### src/rtl/t06_tick_scheduler.sv
// Four-channel periodic tick scheduler with round-robin valid/ready tick offer.
// Optional lost-event tracking is enabled by defining T06_TICK_SCHED_OVERRUN_EN.
module t06_tick_scheduler #(
  parameter int CNT_W = 16
) (
  input  logic             clk,
  input  logic             rst,
  input  logic             base_en,
  input  logic             cfg_we,
  input  logic [1:0]       cfg_addr,
  input  logic [CNT_W-1:0] cfg_wdata,
  input  logic [3:0]       ch_en,
  input  logic             tick_ready,
  output logic             tick_valid,
  output logic [1:0]       tick_id,
  output logic [3:0]       pending,
  output logic [3:0]       overrun
);

  typedef enum logic {ST_IDLE, ST_OFFER} state_t;

  state_t           state_reg;
  logic [CNT_W-1:0] period_reg [4];
  logic [CNT_W-1:0] cnt_reg    [4];
  logic [3:0]       pending_reg;
  logic             tick_valid_reg;
  logic [1:0]       tick_id_reg;
  logic [1:0]       last_grant_reg;

  logic             grant_found;
  logic [1:0]       grant_id;
  logic [1:0]       cand;
  logic             handshake;
  logic [3:0]       cfg_hit;
  logic [3:0]       expire;
  logic [3:0]       hold_offer;
  logic [3:0]       clear_hit;

  assign handshake = (state_reg == ST_OFFER) && tick_ready;

  // Round-robin search starting one past the last granted channel.
  always_comb begin
    grant_found = 1'b0;
    grant_id    = 2'd0;
    cand        = 2'd0;
    for (int k = 0; k < 4; k++) begin
      cand = last_grant_reg + 2'(k + 1);
      if (!grant_found && pending_reg[cand]) begin
        grant_found = 1'b1;
        grant_id    = cand;
      end
    end
  end

  genvar gi;
  generate
    for (gi = 0; gi < 4; gi++) begin : g_ch
      assign cfg_hit[gi]   = cfg_we && (cfg_addr == 2'(gi));
      assign expire[gi]    = base_en && ch_en[gi] && !cfg_hit[gi] &&
                             (cnt_reg[gi] == period_reg[gi]);
      // A channel being granted or offered keeps its pending bit through a ch_en drop.
      assign hold_offer[gi] = ((state_reg == ST_OFFER) && (tick_id_reg == 2'(gi))) ||
                              ((state_reg == ST_IDLE) && grant_found && (grant_id == 2'(gi)));
      assign clear_hit[gi] = handshake && (tick_id_reg == 2'(gi));

      always_ff @(posedge clk) begin
        if (rst) begin
          period_reg[gi]  <= '1;
          cnt_reg[gi]     <= '0;
          pending_reg[gi] <= 1'b0;
        end else begin
          if (cfg_hit[gi]) begin
            period_reg[gi] <= cfg_wdata;
            cnt_reg[gi]    <= '0;
          end else if (!ch_en[gi] || expire[gi]) begin
            cnt_reg[gi] <= '0;
          end else if (base_en) begin
            cnt_reg[gi] <= cnt_reg[gi] + 1'b1;
          end

          // Expiry wins over the handshake clear so a coincident event is not lost.
          if (!ch_en[gi] && !hold_offer[gi]) begin
            pending_reg[gi] <= 1'b0;
          end else if (expire[gi]) begin
            pending_reg[gi] <= 1'b1;
          end else if (clear_hit[gi]) begin
            pending_reg[gi] <= 1'b0;
          end
        end
      end
    end
  endgenerate

  always_ff @(posedge clk) begin
    if (rst) begin
      state_reg      <= ST_IDLE;
      tick_valid_reg <= 1'b0;
      tick_id_reg    <= 2'd0;
      last_grant_reg <= 2'd3;
    end else begin
      case (state_reg)
        ST_IDLE: begin
          if (grant_found) begin
            state_reg      <= ST_OFFER;
            tick_valid_reg <= 1'b1;
            tick_id_reg    <= grant_id;
            last_grant_reg <= grant_id;
          end
        end
        ST_OFFER: begin
          if (tick_ready) begin
            state_reg      <= ST_IDLE;
            tick_valid_reg <= 1'b0;
          end
        end
        default: begin
          state_reg      <= ST_IDLE;
          tick_valid_reg <= 1'b0;
        end
      endcase
    end
  end

`ifdef T06_TICK_SCHED_OVERRUN_EN
  logic [3:0] lost;
  logic [3:0] overrun_reg;

  assign lost = expire & pending_reg & ~clear_hit;

  always_ff @(posedge clk) begin
    if (rst) begin
      overrun_reg <= 4'b0000;
    end else begin
      for (int i = 0; i < 4; i++) begin
        if (cfg_hit[i]) begin
          overrun_reg[i] <= 1'b0;
        end else if (lost[i]) begin
          overrun_reg[i] <= 1'b1;
        end
      end
    end
  end

  assign overrun = overrun_reg;
`else
  assign overrun = 4'b0000;
`endif

  assign tick_valid = tick_valid_reg;
  assign tick_id    = tick_id_reg;
  assign pending    = pending_reg;

endmodule

### config.mk
export PLATFORM = sky130hd
export DESIGN_NAME = t06_tick_scheduler
export DESIGN_NICKNAME = d
export VERILOG_FILES = /design/src/rtl/t06_tick_scheduler.sv
export SDC_FILE = /design/constraint.sdc
export NUM_CORES = 1
export LEC_CHECK = 0
export ABC_CLOCK_PERIOD_IN_PS = 1800
export CELL_PAD_IN_SITES_DETAIL_PLACEMENT = 1
export CELL_PAD_IN_SITES_GLOBAL_PLACEMENT = 1
export CORE_MARGIN = 10
export CORE_UTILIZATION = 40
export CTS_CLUSTER_SIZE = 16
export DETAILED_ROUTE_END_ITERATION = 8
export PLACE_DENSITY_LB_ADDON = 0.1
export SLEW_MARGIN = 20
export SYNTH_ARGS = -nofsm -noshare
export SYNTH_HDL_FRONTEND = slang
export SYNTH_SLANG_ARGS = --single-unit
export TNS_END_PERCENT = 5
### constraint.sdc
create_clock -name clk -period 1.8 [get_ports clk]
set_clock_uncertainty 0.15 [all_clocks]
set_input_delay 0.36 -clock clk [delete_from_list [all_inputs] [get_ports clk]]
set_output_delay 0.36 -clock clk [all_outputs]
set_load 0.1 [all_outputs]
# Word-level counts from Yosys, hierarchy flattened
# Memory sizes are Yosys's and may differ from the RTL's.
# Index checks and enable logic that the tools add are counted.
totals:
  out_inout_bits: 11
  memories: 2
  wordCells: 219
  ff_bits: 10
  inputBits: 27
  ramBits: 128
mem_list:
  columns: ["name", "words", "width", "read_ports", "rd_clocked_by_memory_dff", "write_ports", "line", "rtl"]
  rows:
  - ["cnt_reg", 4, 16, 4, 0, 4, "24", "logic [CNT_W-1:0] cnt_reg [4];"]
  - ["period_reg", 4, 16, 4, 0, 4, "23", "logic [CNT_W-1:0] period_reg [4];"]
op_classes:
  order_cmp: 4
  n_bitwise: 17
  reduce_logical: 73
  n_mux: 93
  eq_ne: 15
  addsub: 7
ops:
  columns: ["cell", "count"]
  rows:
  - ["$mux 16", 16]
  - ["$mux 1", 67]
  - ["$add 16x1->16 const B", 4]
  - ["$eq 16x16->1", 4]
  - ["$logic_and 1x1->1", 37]
  - ["$or 1x1->1", 16]
  - ["$logic_not 1->1", 15]
  - ["$eq 2x2->1 const B", 6]
  - ["$lt 2x3->1 const B", 4]
  - ["$bmux 1 s2", 4]
  - ["$logic_or 1x1->1", 8]
  - ["$mux 2", 4]
  - ["$reduce_bool 2->1", 4]
  - ["$reduce_or 2->1", 4]
  - ["$eq 2x1->1 const B", 3]
  - ["$logic_not 2->1", 3]
  - ["$add 2x2->2 const B", 2]
  - ["$ne 2x2->1 const B", 2]
  - ["$pmux 1 s2", 2]
  - ["$reduce_and 2->1", 2]
  - ["$add 2x1->2 const B", 1]
  - ["$not 1->1", 1]

# Longest topological paths before layout
depth:
  depth_word: 19
  mapped_depth: 8
  ltp_nobuf: 6

# Worst setup path after synthesis
# No wires, ideal clock.
synth_path:
  path_kind: "register to register"
  start: "reg pending_reg[3], in the netlist pending[3]"
  end: "reg pending_reg[1], in the netlist pending[1]"
  path_slack_ns: -0.436
  required_ns: 1.564
  stages_incl_launch_ff: 7
  path_buffers: 1
  setup_ns: 0.086
  period_less_slack_ns: 2.236
  arrival_ns: 2.000
  path_cell_list: "dfxtp_1 > nor4_1 > or2_2 > buf_2 > nor2_1 > a221oi_1 > a211oi_1"
synth_via:
  elab_chain_len: 18
  word_cells_on_any_way: 29
  cone_classes: "eq/ne: 1; mux: 16; reduce/logical: 12"
synth_rtl:
  columns: ["item", "line", "rtl"]
  rows:
  - ["from (decl)", "25", "logic [3:0] pending_reg;"]
  - ["from (signal, indexed assignment)", "70", "pending_reg[gi] <= 1'b0;"]
  - ["from (signal, indexed assignment)", "83", "pending_reg[gi] <= 1'b0;"]
  - ["from (signal, indexed assignment)", "85", "pending_reg[gi] <= 1'b1;"]
  - ["$bmux 1 s2", "48", "if (!grant_found && pending_reg[cand]) begin"]
  - ["$mux 1 (not written as such)", "48", null]
  - ["$mux 1", "48", null]
  - ["$logic_not 1->1", "48", null]
  - ["$logic_and 1x1->1", "48", null]
  - ["$mux 1", "48", null]
  - ["$logic_not 1->1", "48", null]
  - ["$logic_and 1x1->1", "48", null]
  - ["(+2 left out)", null, null]
  - ["$logic_and 1x1->1", "48", null]
  - ["$mux 2 or $mux 1 (tied branches)", "48", null]
  - ["$eq 2x1->1 or $logic_and 1x1->1 (tied branches)", "63", "((state_reg == ST_IDLE) && grant_found && (grant_id == 2'(gi)));"]
  - ["$logic_and 1x1->1 (*)", "63", null]
  - ["$logic_or 1x1->1 (*)", "62", "assign hold_offer[gi] = ((state_reg == ST_OFFER) && (tick_id_reg == 2'(gi))) ||"]
  - ["$logic_not 1->1 (*)", "82", "if (!ch_en[gi] && !hold_offer[gi]) begin"]
  - ["$logic_and 1x1->1 (*)", "82", null]
  - ["$reduce_or 2->1 (no source line) (*)", null, null]
# Mark *: on every way between the ends. The rest lies on a longest branch, timed or not. The select of a mux whose other input is x is not followed.
# A chain may end at the register's enable or synchronous reset.

==> impl_summary.log <==
[metrics] number of optimization iterations in the first detailed-route pass: 5
[metrics] CP top delay family: simple AND/OR/NAND/NOR gates
[metrics] routed length on met1: 7.79 mm
[metrics] top area cells in the synthesized netlist: sky130_fd_sc_hd__edfxtp_1, sky130_fd_sc_hd__xnor2_1, sky130_fd_sc_hd__nand2b_1
[metrics] IO Count: 38
[metrics] number of clock sinks seen by CTS: 138
[metrics] die outline height: 152 µm
[metrics] number of buffers added to fix hold violations after cts: 0
[metrics] average vias per placed instance: 5.01
[metrics] Unique masters post-synth: 45
[metrics] most area-hungry cell type in the Yosys netlist: sky130_fd_sc_hd__edfxtp_1
[metrics] Area growth syn-to-layout: 34.9%
[metrics] global-route wire length before repair: 29.6 mm
[metrics] number of DRC markers after the initial detailed-route iteration: 250
[metrics] share of Yosys cell area claimed by the top area cell type: 54.8%
[metrics] Final Instance Count excl. Fillers: 1006
[metrics] share of final-layout standard cells stronger than drive strength 1: 28.3%
[metrics] Clock transition at path regs: 0.06 ns
[metrics] die width: 152 µm
[metrics] Async SR Flop Fraction: 0%
[metrics] H-tree Lvls: 4
[metrics] Arrival @ worst endpoint: 2.04 ns
[metrics] slowest library cell on the worst path: sky130_fd_sc_hd__edfxtp_1
[metrics] cell count after placement: 962
[metrics] count of endpoints failing hold in the final timing report: 0
[metrics] top_reg_cell synth: sky130_fd_sc_hd__edfxtp_1
[metrics] list of cells traversed by the critical path: xnor2_1 > nand4_1 > nor4_2 > buf_4 > or3_4 > buf_8 > nor2_1
[metrics] initial cell density of the core: 40.7%
[metrics] pin count of the biggest net entering global routing: 17
[metrics] violations in the final reports: setup timing
[metrics] routed len/inst: 18.3 µm
[metrics] CTS root buf: sky130_fd_sc_hd__clkbuf_16
[metrics] Global Route Usage Sum: 16.1%
[metrics] netlist area before placement: 7010 µm²
[metrics] via total after detailed routing: 5040
[metrics] Max Transition Viols Final: 0
[metrics] fraction of the core area covered by cells at the end of the flow: 54.9%
[metrics] clock buffers created by TritonCTS: 17
[metrics] total of flip-flops plus latches after synthesis: 138
[metrics] number of flops mapped to enable cells by yosys: 128
[metrics] delay of the slowest critical-path stage: 0.42 ns
[metrics] power density over the cells: 873 nW/µm²
[metrics] area of the multi-input gates: 2970 µm²
[metrics] Highest Clock Rate: 495 MHz
[metrics] Port Buffer Count: 33
[metrics] setup repair after global routing missed its margin: yes
[metrics] minimum clock period: 2.02 ns
[metrics] hold path endpoint: tick_valid
[metrics] proportion of synthesized chip area in sequential cells: 57.7%
[metrics] DPL Wire Length: 13.2 mm
[metrics] # nets final: 799
[metrics] CTS Buffer Depth: 2
[metrics] total negative setup slack: -9.02 ns
[metrics] global placement routability congestion: 0.834
[metrics] number of antenna violations at the first check in global routing: 1
[metrics] depth of the most critical reg-to-reg path: 7
[metrics] maximum fanout along the worst path: 8
[metrics] CP required: 1.83 ns
[metrics] total number of placement rows: 48
[metrics] FILL cells: 1792
[metrics] kind of path behind the tightest hold check: flip-flop to flip-flop
[metrics] startpoint type of the worst setup path: flip-flop
[metrics] register cell area after layout: 4060 µm²
[metrics] Overflow after GRT: 0
[metrics] element type at the critical path end: flip-flop
[metrics] worst setup path class: flip-flop to flip-flop
[metrics] Routed met3 length: 811 µm
[metrics] overall routed net length: 18.4 mm
[metrics] total core area: 17200 µm²
[metrics] via count of the first global-routing pass: 5517
[metrics] Critical R2R Capture: cnt_reg[1][10]
[metrics] number of warnings issued by yosys: 0
[metrics] synthesized instance count: 607
[metrics] worst hold path depth: 2
[metrics] source of the worst register-to-register timing path: cnt_reg[1][14]
[metrics] routed length on met2: 9.57 mm
[metrics] Die Area: 23200 µm²
[metrics] Tcrit/Tclk final: 112%
[metrics] outcome: complete, but fails checks
[metrics] leakage: 3.34 nW
[metrics] average footprint of a synthesized cell: 11.5 µm²
[metrics] VDD IR-drop max: 668 µV
[metrics] minimum setup slack in the final design: -0.219 ns
[metrics] post-route DRC violation count: 0
[metrics] Worst Path Buf+Inv: 2
[metrics] top routing layer in use: met4
[metrics] Worst-Skew Late Latency: 0.43 ns
[metrics] R2R Setup Slk: -0.22 ns
[metrics] max-capacitance violation count: 0
[metrics] Setup violations, final: 66
[metrics] startpoint of the most critical hold path: tick_valid
[metrics] remaining number of nets flagged by the antenna check after routing: 0
[metrics] number of antenna cells inserted: 0
[metrics] CTS tree: built
[metrics] post-layout total power: 8.25 mW
==> worst min-delay path, delay by kind of cell, from the launching register on <==
| family | cells | cell delay [ns] |
|---|---|---|
| compound gates | 1 | 0.06 |
| flops | 1 | 0.34 |
| simple gates | 1 | 0.06 |
==> power by group <==
part | internal [mW] | switching, mW | total [mW] | leakage, nW
clock | 2.30 | 1.36 | 3.65 | 0.291
combinational | 0.409 | 0.386 | 0.795 | 1.58
sequential | 3.68 | 0.122 | 3.80 | 1.46
==> layout by cell type, fill, tap and decap left out, types with 4 or more instances in the layout <==
cell type,Yosys,layout
sky130_fd_sc_hd__edfxtp_1,128,128
sky130_fd_sc_hd__buf_4,4,114
sky130_fd_sc_hd__xnor2_1,89,83
sky130_fd_sc_hd__nor2_1,85,79
sky130_fd_sc_hd__nand2b_1,53,53
sky130_fd_sc_hd__nand2_1,33,33
sky130_fd_sc_hd__xor2_1,31,30
sky130_fd_sc_hd__nand4_1,29,29
sky130_fd_sc_hd__clkdlybuf4s50_1,0,25
sky130_fd_sc_hd__nand3_1,25,24
sky130_fd_sc_hd__or2_2,20,20
sky130_fd_sc_hd__clkbuf_16,0,17
sky130_fd_sc_hd__buf_12,0,17
sky130_fd_sc_hd__and3_1,9,9
sky130_fd_sc_hd__inv_1,8,8
sky130_fd_sc_hd__xnor2_2,0,6
sky130_fd_sc_hd__nor3_1,11,6
sky130_fd_sc_hd__nor3_2,0,5
sky130_fd_sc_hd__a211oi_1,6,5
sky130_fd_sc_hd__dfxtp_1,10,5
sky130_fd_sc_hd__conb_1,1,4
sky130_fd_sc_hd__bufinv_16,0,4
sky130_fd_sc_hd__clkinv_2,0,4
==> stage by stage <==
stage          instance area [µm²]  hold WS, ns  setup WS (ns)
6_report                      9460        0.352         -0.219
5_1_grt                       9460        0.394         -0.341
4_1_cts                       9330        0.358         -0.236
3_5_place_dp                  8580        0.350         -0.513
3_3_place_gp                  8580        0.338         -0.464
2_1_floorplan                 7040        0.311        -0.0811
==> cells in the mapped netlist (2+ instances only) <==
library cell               number
sky130_fd_sc_hd__a21oi_1        3
sky130_fd_sc_hd__inv_1          8
sky130_fd_sc_hd__dfxtp_1       10
sky130_fd_sc_hd__o21bai_1       2
sky130_fd_sc_hd__buf_6          2
sky130_fd_sc_hd__nor2b_1        3
sky130_fd_sc_hd__and4_1         3
sky130_fd_sc_hd__nand3_1       25
sky130_fd_sc_hd__a211oi_1       6
sky130_fd_sc_hd__and4bb_2       2
sky130_fd_sc_hd__and3_1         9
sky130_fd_sc_hd__a22oi_1        2
sky130_fd_sc_hd__nand4_1       29
sky130_fd_sc_hd__clkbuf_1       9
sky130_fd_sc_hd__ha_1           4
sky130_fd_sc_hd__nand3b_1       2
sky130_fd_sc_hd__buf_2          6
sky130_fd_sc_hd__or2_2         20
sky130_fd_sc_hd__nor3b_1        2
sky130_fd_sc_hd__nand2_1       33
sky130_fd_sc_hd__edfxtp_1     128
sky130_fd_sc_hd__nor2_1        85
sky130_fd_sc_hd__xor2_1        31
sky130_fd_sc_hd__nor3_1        11
sky130_fd_sc_hd__a31oi_1        3
sky130_fd_sc_hd__xnor2_1       89
sky130_fd_sc_hd__or3_1          2
sky130_fd_sc_hd__a211o_1        3
sky130_fd_sc_hd__buf_4          4
sky130_fd_sc_hd__nor4_1         4
sky130_fd_sc_hd__nand2b_1      53
==> repair_timing <==
item,CTS,global route
cloned,2,0
pin swaps,46,19
buffers inserted,2,8
setup endpoints to repair,67,83
resized for setup,28,12
==> metal layers <==
layer,GRT usage [%],vias to the layer above
li1,-,2445
met1,19.0,2507
met2,27.9,69
met3,3.67,19
met4,5.78,0
met5,0,-
==> worst max path at each step <==
stage / from / end / slack [ns] / cells past startpoint
final: cnt_reg[1][14] / cnt_reg[1][10] / -0.22 / 7
after global routing: cnt_reg[2][4] / cnt_reg[2][15] / -0.34 / 7
after CTS: cnt_reg[2][6] / cnt_reg[2][7] / -0.24 / 7
after detailed placement: cfg_we / cnt_reg[0][10] / -0.51 / 7
after global placement: cfg_we / cnt_reg[3][14] / -0.46 / 8
after floorplan: cnt_reg[1][2] / cnt_reg[1][6] / -0.08 / 8
==> final cells by class <==
type / instances / area share, %
clock buffers: 18 / 4.54
clock inverters: 14 / 1.89
inverters: 8 / 0.318
multi-input cells: 442 / 31.4
flip-flops and latches: 138 / 42.9
well taps: 225 / 2.98
repair buffers: 161 / 16.0
==> logic make-up (layout without fill, tap and decap cells) <==
family,Yosys count,after routing,synth area share (%)
flip-flops,138,138,57.7
adder cells (fa/ha/maj),4,4,0.714
AO/OA/AOI/OAI,26,26,2.78
AND/OR/NAND/NOR,287,287,21.3
buffers and inverters,30,201,2.30
multiplexers,1,1,0.143
XOR/XNOR,120,120,15.0
other,1,4,0.0535
Power figures use the tool's default switching activity.
